<file path="src/rtl/i2c_pkg.sv">
// Shared types and constants for the I2C target register interface.
package i2c_pkg;

  typedef enum logic [2:0] {
    ST_IDLE,
    ST_ADDR,
    ST_ADDR_ACK,
    ST_WR_BYTE,
    ST_WR_ACK,
    ST_RD_BYTE,
    ST_RD_ACK,
    ST_IGNORE
  } i2c_state_t;

  localparam logic I2C_ACK  = 1'b0;
  localparam logic I2C_NACK = 1'b1;

  // Bit counter holds 0..8 within a byte/ack slot
  localparam int BCNT_W = 4;
  typedef logic [BCNT_W-1:0] bcnt_t;

endpackage

</file>
<file path="src/rtl/i2c_target_regif_if.sv">
// Register bus between the I2C target and the fabric register file.
interface i2c_target_regif_if #(parameter int ADDR_W = 4);
  logic              WR_STRB;
  logic [ADDR_W-1:0] WR_ADDR;
  logic [7:0]        WR_DATA;
  logic [ADDR_W-1:0] RD_ADDR;
  logic [7:0]        RD_DATA;

  modport master (output WR_STRB, WR_ADDR, WR_DATA, RD_ADDR, input RD_DATA);
  modport slave  (input WR_STRB, WR_ADDR, WR_DATA, RD_ADDR, output RD_DATA);
endinterface

</file>
<file path="src/rtl/i2c_line_filter.sv">
// Pad line conditioning: 2-flop sync, FILT_LEN persistence filter, edge pulses.
// Edge pulses appear 2+FILT_LEN cycles after the raw line settles.
module i2c_line_filter
  import i2c_pkg::*;
#(
  parameter int FILT_LEN = 4
) (
  input  logic clk,
  input  logic rst,
  input  logic raw,
  output logic filt,
  output logic rise,
  output logic fall
);
  localparam int CNT_W = (FILT_LEN > 1) ? $clog2(FILT_LEN) : 1;

  logic [1:0]       sync_q;
  logic [CNT_W-1:0] cnt;
  logic             filt_q;

  // Lines idle high, so reset to the released level
  always_ff @(posedge clk) begin
    if (rst) begin
      sync_q <= 2'b11;
      cnt    <= '0;
      filt   <= 1'b1;
      filt_q <= 1'b1;
    end else begin
      sync_q <= {sync_q[0], raw};
      filt_q <= filt;
      if (sync_q[1] == filt) begin
        cnt <= '0;
      end else if (cnt == CNT_W'(FILT_LEN - 1)) begin
        filt <= sync_q[1];
        cnt  <= '0;
      end else begin
        cnt <= cnt + CNT_W'(1);
      end
    end
  end

  assign rise = filt & ~filt_q;
  assign fall = ~filt & filt_q;

endmodule

</file>
<file path="src/rtl/i2c_target_regif.sv">
// I2C target engine with an auto-incrementing register pointer on a simple register bus.
// SDA_OE changes only on filtered SCL falls; no clock stretching.
module i2c_target_regif
  import i2c_pkg::*;
#(
  parameter logic [6:0] DEV_ADDR = 7'h7E,
  parameter int         ADDR_W   = 4,
  parameter int         FILT_LEN = 4
) (
  input  logic CLK40,
  input  logic RST,
  input  logic SCL_IN,
  input  logic SDA_IN,
  output logic SDA_OE,
  output logic BUSY,
  output logic NACK_ERR,
  i2c_target_regif_if.master regs
);
  localparam logic [ADDR_W-1:0] PTR_ONE = ADDR_W'(1);

  logic scl, scl_rise, scl_fall, sda, sda_rise, sda_fall;
  logic sda_bit, start_det, stop_det, scl_evt;
  logic [7:0] byte_in;

  i2c_state_t        state, state_n;
  bcnt_t             bit_cnt, bit_cnt_n;
  logic [7:0]        shreg, shreg_n;
  logic              rw, rw_n, first_byte, first_n;
  logic [ADDR_W-1:0] ptr, ptr_n, wr_addr, wr_addr_n;
  logic [7:0]        wr_data, wr_data_n;
  logic              sda_oe, sda_oe_n, busy, busy_n, wr_strb, wr_strb_n, nack, nack_n;

  i2c_line_filter #(.FILT_LEN(FILT_LEN)) u_scl (
    .clk(CLK40), .rst(RST), .raw(SCL_IN), .filt(scl), .rise(scl_rise), .fall(scl_fall));
  i2c_line_filter #(.FILT_LEN(FILT_LEN)) u_sda (
    .clk(CLK40), .rst(RST), .raw(SDA_IN), .filt(sda), .rise(sda_rise), .fall(sda_fall));

  // A coincident SDA edge counts as happening after SCL: sample its old level, decode no START/STOP
  assign scl_evt   = scl_rise | scl_fall;
  assign sda_bit   = sda_rise ? 1'b0 : (sda_fall ? 1'b1 : sda);
  assign start_det = sda_fall & scl & ~scl_evt;
  assign stop_det  = sda_rise & scl & ~scl_evt;
  assign byte_in   = {shreg[6:0], sda_bit};

  always_comb begin
    state_n   = state;
    bit_cnt_n = bit_cnt;
    shreg_n   = shreg;
    rw_n      = rw;
    first_n   = first_byte;
    ptr_n     = ptr;
    sda_oe_n  = sda_oe;
    busy_n    = busy;
    wr_strb_n = 1'b0;
    wr_addr_n = wr_addr;
    wr_data_n = wr_data;
    nack_n    = 1'b0;
    if (start_det) begin
      state_n   = ST_ADDR;
      bit_cnt_n = '0;
      sda_oe_n  = 1'b0;
      busy_n    = 1'b0;
    end else if (stop_det) begin
      state_n  = ST_IDLE;
      sda_oe_n = 1'b0;
      busy_n   = 1'b0;
    end else begin
      case (state)
        ST_ADDR, ST_WR_BYTE: begin
          if (scl_rise) begin
            shreg_n   = byte_in;
            bit_cnt_n = bit_cnt + bcnt_t'(1);
            if (bit_cnt == bcnt_t'(7)) begin
              if (state == ST_ADDR) begin
                if (byte_in[7:1] == DEV_ADDR) begin
                  rw_n   = byte_in[0];
                  busy_n = 1'b1;
                end else begin
                  state_n = ST_IGNORE;
                end
              end else if (first_byte) begin
                ptr_n   = byte_in[ADDR_W-1:0];
                first_n = 1'b0;
              end else begin
                wr_strb_n = 1'b1;
                wr_addr_n = ptr;
                wr_data_n = byte_in;
                ptr_n     = ptr + PTR_ONE;
              end
            end
          end else if (scl_fall && bit_cnt == bcnt_t'(8)) begin
            sda_oe_n  = ~I2C_ACK;
            bit_cnt_n = '0;
            state_n   = (state == ST_ADDR) ? ST_ADDR_ACK : ST_WR_ACK;
          end
        end
        ST_ADDR_ACK: begin
          if (scl_fall) begin
            bit_cnt_n = '0;
            if (!rw) begin
              sda_oe_n = 1'b0;
              first_n  = 1'b1;
              state_n  = ST_WR_BYTE;
            end else begin
              shreg_n  = regs.RD_DATA;
              ptr_n    = ptr + PTR_ONE;
              sda_oe_n = ~regs.RD_DATA[7];
              state_n  = ST_RD_BYTE;
            end
          end
        end
        ST_WR_ACK: begin
          if (scl_fall) begin
            sda_oe_n = 1'b0;
            state_n  = ST_WR_BYTE;
          end
        end
        ST_RD_BYTE: begin
          if (scl_fall) begin
            if (bit_cnt == bcnt_t'(7)) begin
              sda_oe_n  = 1'b0;
              bit_cnt_n = '0;
              state_n   = ST_RD_ACK;
            end else begin
              bit_cnt_n = bit_cnt + bcnt_t'(1);
              shreg_n   = {shreg[6:0], shreg[7]};
              sda_oe_n  = ~shreg[6];
            end
          end
        end
        ST_RD_ACK: begin
          // bit_cnt==1 marks an ACK seen on the rise
          if (scl_rise) begin
            if (sda_bit == I2C_NACK) begin
              nack_n   = 1'b1;
              sda_oe_n = 1'b0;
              state_n  = ST_IGNORE;
            end else begin
              bit_cnt_n = bcnt_t'(1);
            end
          end else if (scl_fall && bit_cnt == bcnt_t'(1)) begin
            shreg_n   = regs.RD_DATA;
            ptr_n     = ptr + PTR_ONE;
            sda_oe_n  = ~regs.RD_DATA[7];
            bit_cnt_n = '0;
            state_n   = ST_RD_BYTE;
          end
        end
        default: ;
      endcase
    end
  end

  always_ff @(posedge CLK40) begin
    if (RST) begin
      state      <= ST_IDLE;
      bit_cnt    <= '0;
      shreg      <= '0;
      rw         <= 1'b0;
      first_byte <= 1'b0;
      ptr        <= '0;
      sda_oe     <= 1'b0;
      busy       <= 1'b0;
      wr_strb    <= 1'b0;
      wr_addr    <= '0;
      wr_data    <= '0;
      nack       <= 1'b0;
    end else begin
      state      <= state_n;
      bit_cnt    <= bit_cnt_n;
      shreg      <= shreg_n;
      rw         <= rw_n;
      first_byte <= first_n;
      ptr        <= ptr_n;
      sda_oe     <= sda_oe_n;
      busy       <= busy_n;
      wr_strb    <= wr_strb_n;
      wr_addr    <= wr_addr_n;
      wr_data    <= wr_data_n;
      nack       <= nack_n;
    end
  end

  assign SDA_OE       = sda_oe;
  assign BUSY         = busy;
  assign NACK_ERR     = nack;
  assign regs.WR_STRB = wr_strb;
  assign regs.WR_ADDR = wr_addr;
  assign regs.WR_DATA = wr_data;
  assign regs.RD_ADDR = ptr;

endmodule

</file>
<file path="src/flat_wrapper.sv">
// flat-port wrapper written by rule: the top's interface ports become plain ports
module i2c_target_regif_flat import i2c_pkg::*;
#(
  parameter logic [6:0] DEV_ADDR = 7'h7E,
  parameter int         ADDR_W   = 4,
  parameter int         FILT_LEN = 4
)
  (CLK40, RST, SCL_IN, SDA_IN, SDA_OE, BUSY, NACK_ERR, regs_WR_STRB, regs_WR_ADDR, regs_WR_DATA, regs_RD_ADDR, regs_RD_DATA);
  i2c_target_regif_if #(.ADDR_W(ADDR_W)) regs_i ();
  input  logic CLK40;
  input  logic RST;
  input  logic SCL_IN;
  input  logic SDA_IN;
  output logic SDA_OE;
  output logic BUSY;
  output logic NACK_ERR;
  output wire logic [$bits(regs_i.WR_STRB)-1:0] regs_WR_STRB;
  output wire logic [$bits(regs_i.WR_ADDR)-1:0] regs_WR_ADDR;
  output wire logic [$bits(regs_i.WR_DATA)-1:0] regs_WR_DATA;
  output wire logic [$bits(regs_i.RD_ADDR)-1:0] regs_RD_ADDR;
  input wire logic [$bits(regs_i.RD_DATA)-1:0] regs_RD_DATA;
  assign regs_WR_STRB = regs_i.WR_STRB;
  assign regs_WR_ADDR = regs_i.WR_ADDR;
  assign regs_WR_DATA = regs_i.WR_DATA;
  assign regs_RD_ADDR = regs_i.RD_ADDR;
  assign regs_i.RD_DATA = regs_RD_DATA;
  i2c_target_regif #(.DEV_ADDR(DEV_ADDR), .ADDR_W(ADDR_W), .FILT_LEN(FILT_LEN)) u_core (.CLK40(CLK40), .RST(RST), .SCL_IN(SCL_IN), .SDA_IN(SDA_IN), .SDA_OE(SDA_OE), .BUSY(BUSY), .NACK_ERR(NACK_ERR), .regs(regs_i));
endmodule
</file>
<file path="config.mk">
export PLATFORM = sky130hd
export DESIGN_NAME = i2c_target_regif_flat
export DESIGN_NICKNAME = d
export VERILOG_FILES = /design/src/rtl/i2c_pkg.sv /design/src/rtl/i2c_target_regif_if.sv /design/src/rtl/i2c_line_filter.sv /design/src/rtl/i2c_target_regif.sv /design/src/flat_wrapper.sv
export SDC_FILE = /design/constraint.sdc
export NUM_CORES = 1
export LEC_CHECK = 0
export BUFFER_PORTS_ARGS = -buffer_cell sky130_fd_sc_hd__buf_2
export CORE_ASPECT_RATIO = 1.1
export CORE_UTILIZATION = 58
export DETAILED_ROUTE_END_ITERATION = 6
export PLACE_DENSITY = 0.79
export SLEW_MARGIN = 20
export SYNTH_ARGS = -nofsm -noshare
export SYNTH_HDL_FRONTEND = slang
export SYNTH_HIERARCHICAL = 1
export SYNTH_SLANG_ARGS = --single-unit
export TNS_END_PERCENT = 30
</file>
<file path="constraint.sdc">
create_clock -name CLK40 -period 2.56 [get_ports CLK40]
set_input_delay 0.64 -clock CLK40 [delete_from_list [all_inputs] [get_ports CLK40]]
set_output_delay 0.64 -clock CLK40 [all_outputs]
set_load 0.03 [all_outputs]
</file>
Yosys cells after proc, flatten, opt, wreduce, memory -nomap -nowiden
Index checks and enable logic that the tools add are counted.
W data, S select, Z words.
{"block": "totals", "ff_bits": 49, "inputBits": 12}
{"block": "op_classes", "addsub": 4, "n_eq_ne": 45, "n_mux": 64, "bitwise_logic": 26, "n_reduce_logical": 26}
{"cell": "$mux W4", "n": 16}
{"cell": "$mux W8", "n": 7}
{"cell": "$mux W3", "n": 14}
{"cell": "$pmux W8 S4", "n": 1}
{"cell": "$reduce_and A11 Y1", "n": 2}
{"cell": "$mux W1", "n": 21}
{"cell": "$reduce_and A7 Y1", "n": 3}
{"cell": "$ne A5 B5 Y1 const B", "n": 4}
{"cell": "$reduce_and A10 Y1", "n": 2}
{"cell": "$ne A2 B1 Y1 const B", "n": 9}
{"cell": "$not A1 Y1", "n": 17}
{"cell": "$ne A4 B1 Y1 const B", "n": 4}
{"cell": "$pmux W4 S4", "n": 1}
{"cell": "$reduce_and A8 Y1", "n": 2}
{"cell": "$ne A3 B3 Y1 const B", "n": 5}
{"cell": "$pmux W3 S5", "n": 1}
{"cell": "$pmux W4 S3", "n": 1}
{"cell": "$ne A2 B2 Y1 const B", "n": 5}
{"cell": "$ne A5 B1 Y1 const B", "n": 2}
{"cell": "$eq A3 B3 Y1 const B", "n": 3}
{"cell": "$reduce_or A3 Y1", "n": 3}
{"cell": "$add A4 B1 Y4 const B", "n": 2}
{"cell": "$and A1 B1 Y1", "n": 8}
{"cell": "$eq A7 B7 Y1 const B", "n": 1}
{"cell": "other kinds (23)", "n": 31}

Logic depth before layout (Yosys ltp)
{"block": "logic_depth", "ltp_word": 9, "ltp_mapped": 8, "depth_no_buf": 7}

Cells and area by module
The synthesis kept the hierarchy.
{"mod": "i2c_target_regif", "instances": 1, "cells_each": 269, "area_each_um2": 2264.7}
{"mod": "i2c_line_filter", "instances": 2, "cells_each": 17, "area_each_um2": 210.2}

Worst setup path after synthesis
OpenSTA, ideal clock, no wires.
{"block": "synth_timing", "path_type": "reg-to-reg", "start": "register u_core.u_scl.filt", "end": "register u_core.wr_addr[3] (netlist: u_core/regs.WR_ADDR[3])", "arrival_ns": 1.798, "t_required_ns": 2.432, "setup_slack_ns": 0.634, "stages_incl_launch_ff": 7, "path_cell_list": "dfxtp_1 nor2b_1 nand3b_2 nor4b_4 buf_6 mux2i_1 nor2_1"}
{"block": "synth_between", "elab_cells_between_ends": 12, "classes_between": "bitwise (11); reduce/logical (1)"}
{"element": "start, declared", "line_no": "i2c_line_filter.sv:11", "rtl": "output logic filt,"}
{"element": "start signal, assigned", "line_no": "i2c_line_filter.sv:34", "rtl": "filt <= sync_q[1];"}
{"element": "$and A1 B1 Y1 (*)", "line_no": "i2c_line_filter.sv:42", "rtl": "assign rise = filt & ~filt_q;"}
{"element": "via u_core.scl_rise", "line_no": "i2c_target_regif.sv:21", "rtl": "logic scl, scl_rise, scl_fall, sda, sda_rise, sda_fall;"}
{"element": "$or A1 B1 Y1", "line_no": "i2c_target_regif.sv:39", "rtl": "assign scl_evt = scl_rise | scl_fall;"}
{"element": "$not A1 Y1", "line_no": "i2c_target_regif.sv:41, i2c_target_regif.sv:42"}
{"element": "$and A1 B1 Y1, on equally long branches", "line_no": "i2c_target_regif.sv:41, i2c_target_regif.sv:42"}
{"element": "$not A1 Y1 (no source line)"}
{"element": "$reduce_and A7 Y1 (no source line) (*)"}
{"element": "end signal, assigned", "line_no": "i2c_target_regif.sv:178", "rtl": "wr_addr <= wr_addr_n;"}
{"element": "end, declared", "line_no": "i2c_target_regif.sv:29", "rtl": "logic [ADDR_W-1:0] ptr, ptr_n, wr_addr, wr_addr_n;"}
Mark *: on every way through the listed nets, which the timed path passes. The rest lies on a longest branch.
A chain may end at the register's enable or synchronous reset.

Final worst setup path
{"block": "layout_timing", "start": "register u_core.u_scl.filt", "end": "register u_core.shreg[5]"}
{"block": "layout_between", "elab_chain_cells": 7, "elab_cells_between_ends": 18, "classes_between": "eq/ne (5); bitwise (11); reduce/logical (2)"}
{"element": "$not A1 Y1 (*)", "line_no": "i2c_line_filter.sv:43", "rtl": "assign fall = ~filt & filt_q;"}
{"element": "$and A1 B1 Y1 (*)", "line_no": "i2c_line_filter.sv:43"}
{"element": "via u_core.scl_fall", "line_no": "i2c_target_regif.sv:21"}
{"element": "$or A1 B1 Y1", "line_no": "i2c_target_regif.sv:39"}
{"element": "$not A1 Y1", "line_no": "i2c_target_regif.sv:41, i2c_target_regif.sv:42"}
{"element": "$and A1 B1 Y1, on equally long branches", "line_no": "i2c_target_regif.sv:41, i2c_target_regif.sv:42"}
{"element": "$not A1 Y1 (no source line)"}
{"element": "$reduce_and A10 Y1 (no source line) (*)"}
{"element": "end signal, assigned", "line_no": "i2c_target_regif.sv:171", "rtl": "shreg <= shreg_n;"}
{"element": "end, declared", "line_no": "i2c_target_regif.sv:27", "rtl": "logic [7:0] shreg, shreg_n;"}
Marked as above.

==> flow_summary_export.csv <==
group,metric,value,unit
run_status,status,"finished clean",
yosys,yosysTopAreaCell,"dfxtp_1",
worst_setup_path,cp_max_fo,16,
grt,grt_pass1_vias,2150,
worst_setup_path,rr_worst_depth,7,
detailed_routing,vias_per_cell,5.89,
grt,grt-ovfl-total,0,
timing,slew_headroom,55.5,%
detailed_routing,ant_nets,0,
final_layout,layout_commonest_cell,"dfxtp_1",
grt,grt_pass1_wl,9720,um
grt,busiest_layer,"met2",
worst_setup_path,crit_start,"u_core/u_scl/filt",
detailed_routing,drt-total-wl,5680,um
yosys,ys_seq_area_share,36.5,%
final_layout,layout-drive-gt1-share,21.6,%
detailed_routing,dr.pass1.iters,4,
timing,finalSetupViolations,0,
worst_setup_path,rr_endpoint,"u_core/shreg[5]",
yosys,ys_ff_latch,49,
timing,hold_viol,0,
final_layout,n_antenna_cell,0,
cts,clock_path_buffers,2,
worst_setup_path,worst_setup_path_start_kind,"flip-flop",
hold_path,hold_start,"u_core/u_sda/sync_q[0]",
place,post-place-ws,0.449,ns
yosys,netlist_area,2690,um^2
detailed_routing,drt_iter0_markers,183,
grt,met2_usage,43.5,%
yosys,synth-edff-count,0,
yosys,yosys.area.top_type_share,36.5,%
timing,worst_clock_skew,0.00243,ns
timing,worstMarginPinSlew,0.667,ns
cts,cts_tree,"built",
yosys,yosysWarnings,6,
yosys,ys_types,71,
worst_setup_path,cp_cell_sequence,"and2b_1, nand2b_2, o21a_2, o221ai_2, buf_4, o21ai_0, a21oi_1",
power_and_ir_drop,peakVddDrop,0.345,mV
worst_setup_path,cp-endpoint,"u_core/shreg[5]",
cts,cts.sinks,49,
worst_setup_path,cp.arrival,2.37,ns
detailed_routing,drcViolationCount,0,
flow_run,max-cap-violations,0,
cts,clkSlewWorstSetupHoldPaths,0.09,ns
detailed_routing,num_vias,2287,
floorplan,ioPinCount,32,
yosys,synth_top_flop_cell,"dfxtp_1",
final_layout,area_growth,11.2,%
timing,fin_crit,2.14,ns
floorplan,die_area,4910,um^2
cts,insertion_delay,0.30,ns
timing,fin_ws,0.420,ns
yosys,synth_cells,303,
yosys,async_flop_share,0,%
floorplan,rows,25,
cts,post-cts-setup-buffer-count,0,
timing,slew_violations,0,
place,port_buffers,31,
final_layout,layout_common_cells,"49 x dfxtp_1, 36 x nor2_1, 31 x buf_2",
yosys,syn_avg_cell_area,8.86,um^2
grt,antenna_found_initial,0,
timing,finalSetupTns,0,ns
detailed_routing,wl_per_cell,14.6,um
timing,rsz0062_at_grt,"false",
power_and_ir_drop,p_leak,1.13,nW
worst_setup_path,path_class,"reg2reg",
grt,grt_max_degree,31,
grt,grt_usage,25.6,%
floorplan,die_w,66.9,um
worst_setup_path,slowest_stage,"dfxtp_1",
cts,ctsResizeCount,0,
worst_setup_path,critPathCaptureType,"flip-flop",
grt,use_met1,31.6,%
worst_setup_path,timing.rr.start,"u_core/u_scl/filt",
final_layout,nFillCells,375,
cts,h-tree-depth,2,
timing,fmax,467,MHz
cts,cts_hold_buf,0,
worst_setup_path,ff2ff_setup_slack,0.42,ns
yosys,synth_nets,321,
cts,cts-root-buf,"clkbuf_8",
floorplan,core_area,4380,um^2
worst_setup_path,required,2.79,ns
final_layout,nets,351,
hold_path,min_path_type,"reg2reg",
cts,numCtsBuffers,5,
floorplan,initial_core_util,61.3,%
worst_setup_path,slowest_delay,0.44,ns
grt,use_met3,5.43,%
place,hpwl,4070,um
place,place_congestion,0.904,
floorplan,die_h,73.4,um
timing,period_share,83.6,%
power_and_ir_drop,powerDensity,599,nW/um^2
yosys,synthTopCellsByArea,"dfxtp_1 37%, nor2_1 5.0%, mux2i_1 4.8%",
==> registers in the layout (all words and copies together), names as in the netlist, 2 cells and up <==
register / count
u_core/bit_cnt: 4
u_core/regs.RD_ADDR: 4
u_core/regs.WR_ADDR: 4
u_core/regs.WR_DATA: 8
u_core/shreg: 8
u_core/state: 3
u_core/u_scl/cnt: 2
u_core/u_scl/sync_q: 2
u_core/u_sda/cnt: 2
u_core/u_sda/sync_q: 2
==> critical path: cells and delay by family (launching register included) <==
| kind | cells | cell delay [ns] |
|---|---|---|
| buffers and inverters | 1 | 0.26 |
| AND/OR/NAND/NOR | 2 | 0.59 |
| flip-flops | 1 | 0.44 |
| AO/OA/AOI/OAI | 4 | 0.78 |
==> power by group <==
group / switching (mW) / internal (mW) / total, mW
Clock: 0.261 / 0.393 / 0.654
Combinational: 0.186 / 0.122 / 0.308
Sequential: 0.0430 / 0.785 / 0.828
==> Yosys cell counts (all sizes together), types with 3 or more instances <==
| cell | n |
|---|---|
| nor2 | 36 |
| dfxtp | 49 |
| nand3 | 8 |
| mux2i | 13 |
| a21oi | 23 |
| nand3b | 8 |
| nand2 | 27 |
| ha | 6 |
| o311ai | 4 |
| nor2b | 6 |
| buf | 13 |
| and2 | 3 |
| clkbuf | 3 |
| o21ai | 19 |
| a211o | 9 |
| o22ai | 3 |
| nor4b | 3 |
| nor4 | 3 |
| and2b | 4 |
| nand2b | 6 |
| inv | 6 |
| or2 | 9 |
==> routing by layer <==
layer	up-vias	routed length, um	share of wire [%]
met5	-	0	0
met4	0	68	1.2
met3	6	285	5.0
met2	62	2790	49
met1	1066	2540	45
li1	1153	-	-
==> stage by stage <==
| step | std cells | util [%] | hold slack (ns) | total power, mW | instance area, um^2 |
|---|---|---|---|---|---|
| after floorplan | 303 | - | 0.389 | 1.10 | 2690 |
| after CTS | 388 | 68.2 | 0.416 | 1.80 | 2990 |
| after global routing | 388 | 68.2 | 0.421 | 1.87 | 2990 |
| after global placement | 380 | 65.1 | 0.392 | 1.14 | 2850 |
| final | 388 | 68.2 | 0.414 | 1.79 | 2990 |
| after detailed placement | 380 | 65.1 | 0.394 | 1.15 | 2850 |
==> worst min-delay path by stage <==
stage / to / slack [ns] / cells past startpoint
6_report: u_core/u_sda/sync_q[1] / 0.41 / 1
4_1_cts: u_core/u_sda/sync_q[1] / 0.42 / 1
3_3_place_gp: u_core/u_sda/sync_q[1] / 0.39 / 1
2_1_floorplan: u_core/u_scl/sync_q[1] / 0.39 / 1
3_5_place_dp: u_core/u_sda/sync_q[1] / 0.39 / 1
5_1_grt: u_core/u_scl/sync_q[1] / 0.42 / 1
==> layout make-up <==
type,count,area [um^2],area share [%]
Clock buffer,5,68.8,2.30
Clock inverter,3,68.8,2.30
Inverter,6,22.5,0.754
Multi-Input combinational cell,232,1560,52.3
Sequential cell,49,981,32.8
Tap cell,54,67.6,2.26
Timing Repair Buffer,39,215,7.21
==> cells by family after synthesis <==
logic type | after synthesis | synth area share (%)
fa+ha+maj | 6 | 2.80
buf+inv | 22 | 5.27
mux | 14 | 5.27
simple gates | 128 | 27.4
xor+xnor | 2 | 0.652
flops | 49 | 36.5
compound gates | 82 | 22.0
Note: power is estimated with default switching activity, not from simulation.
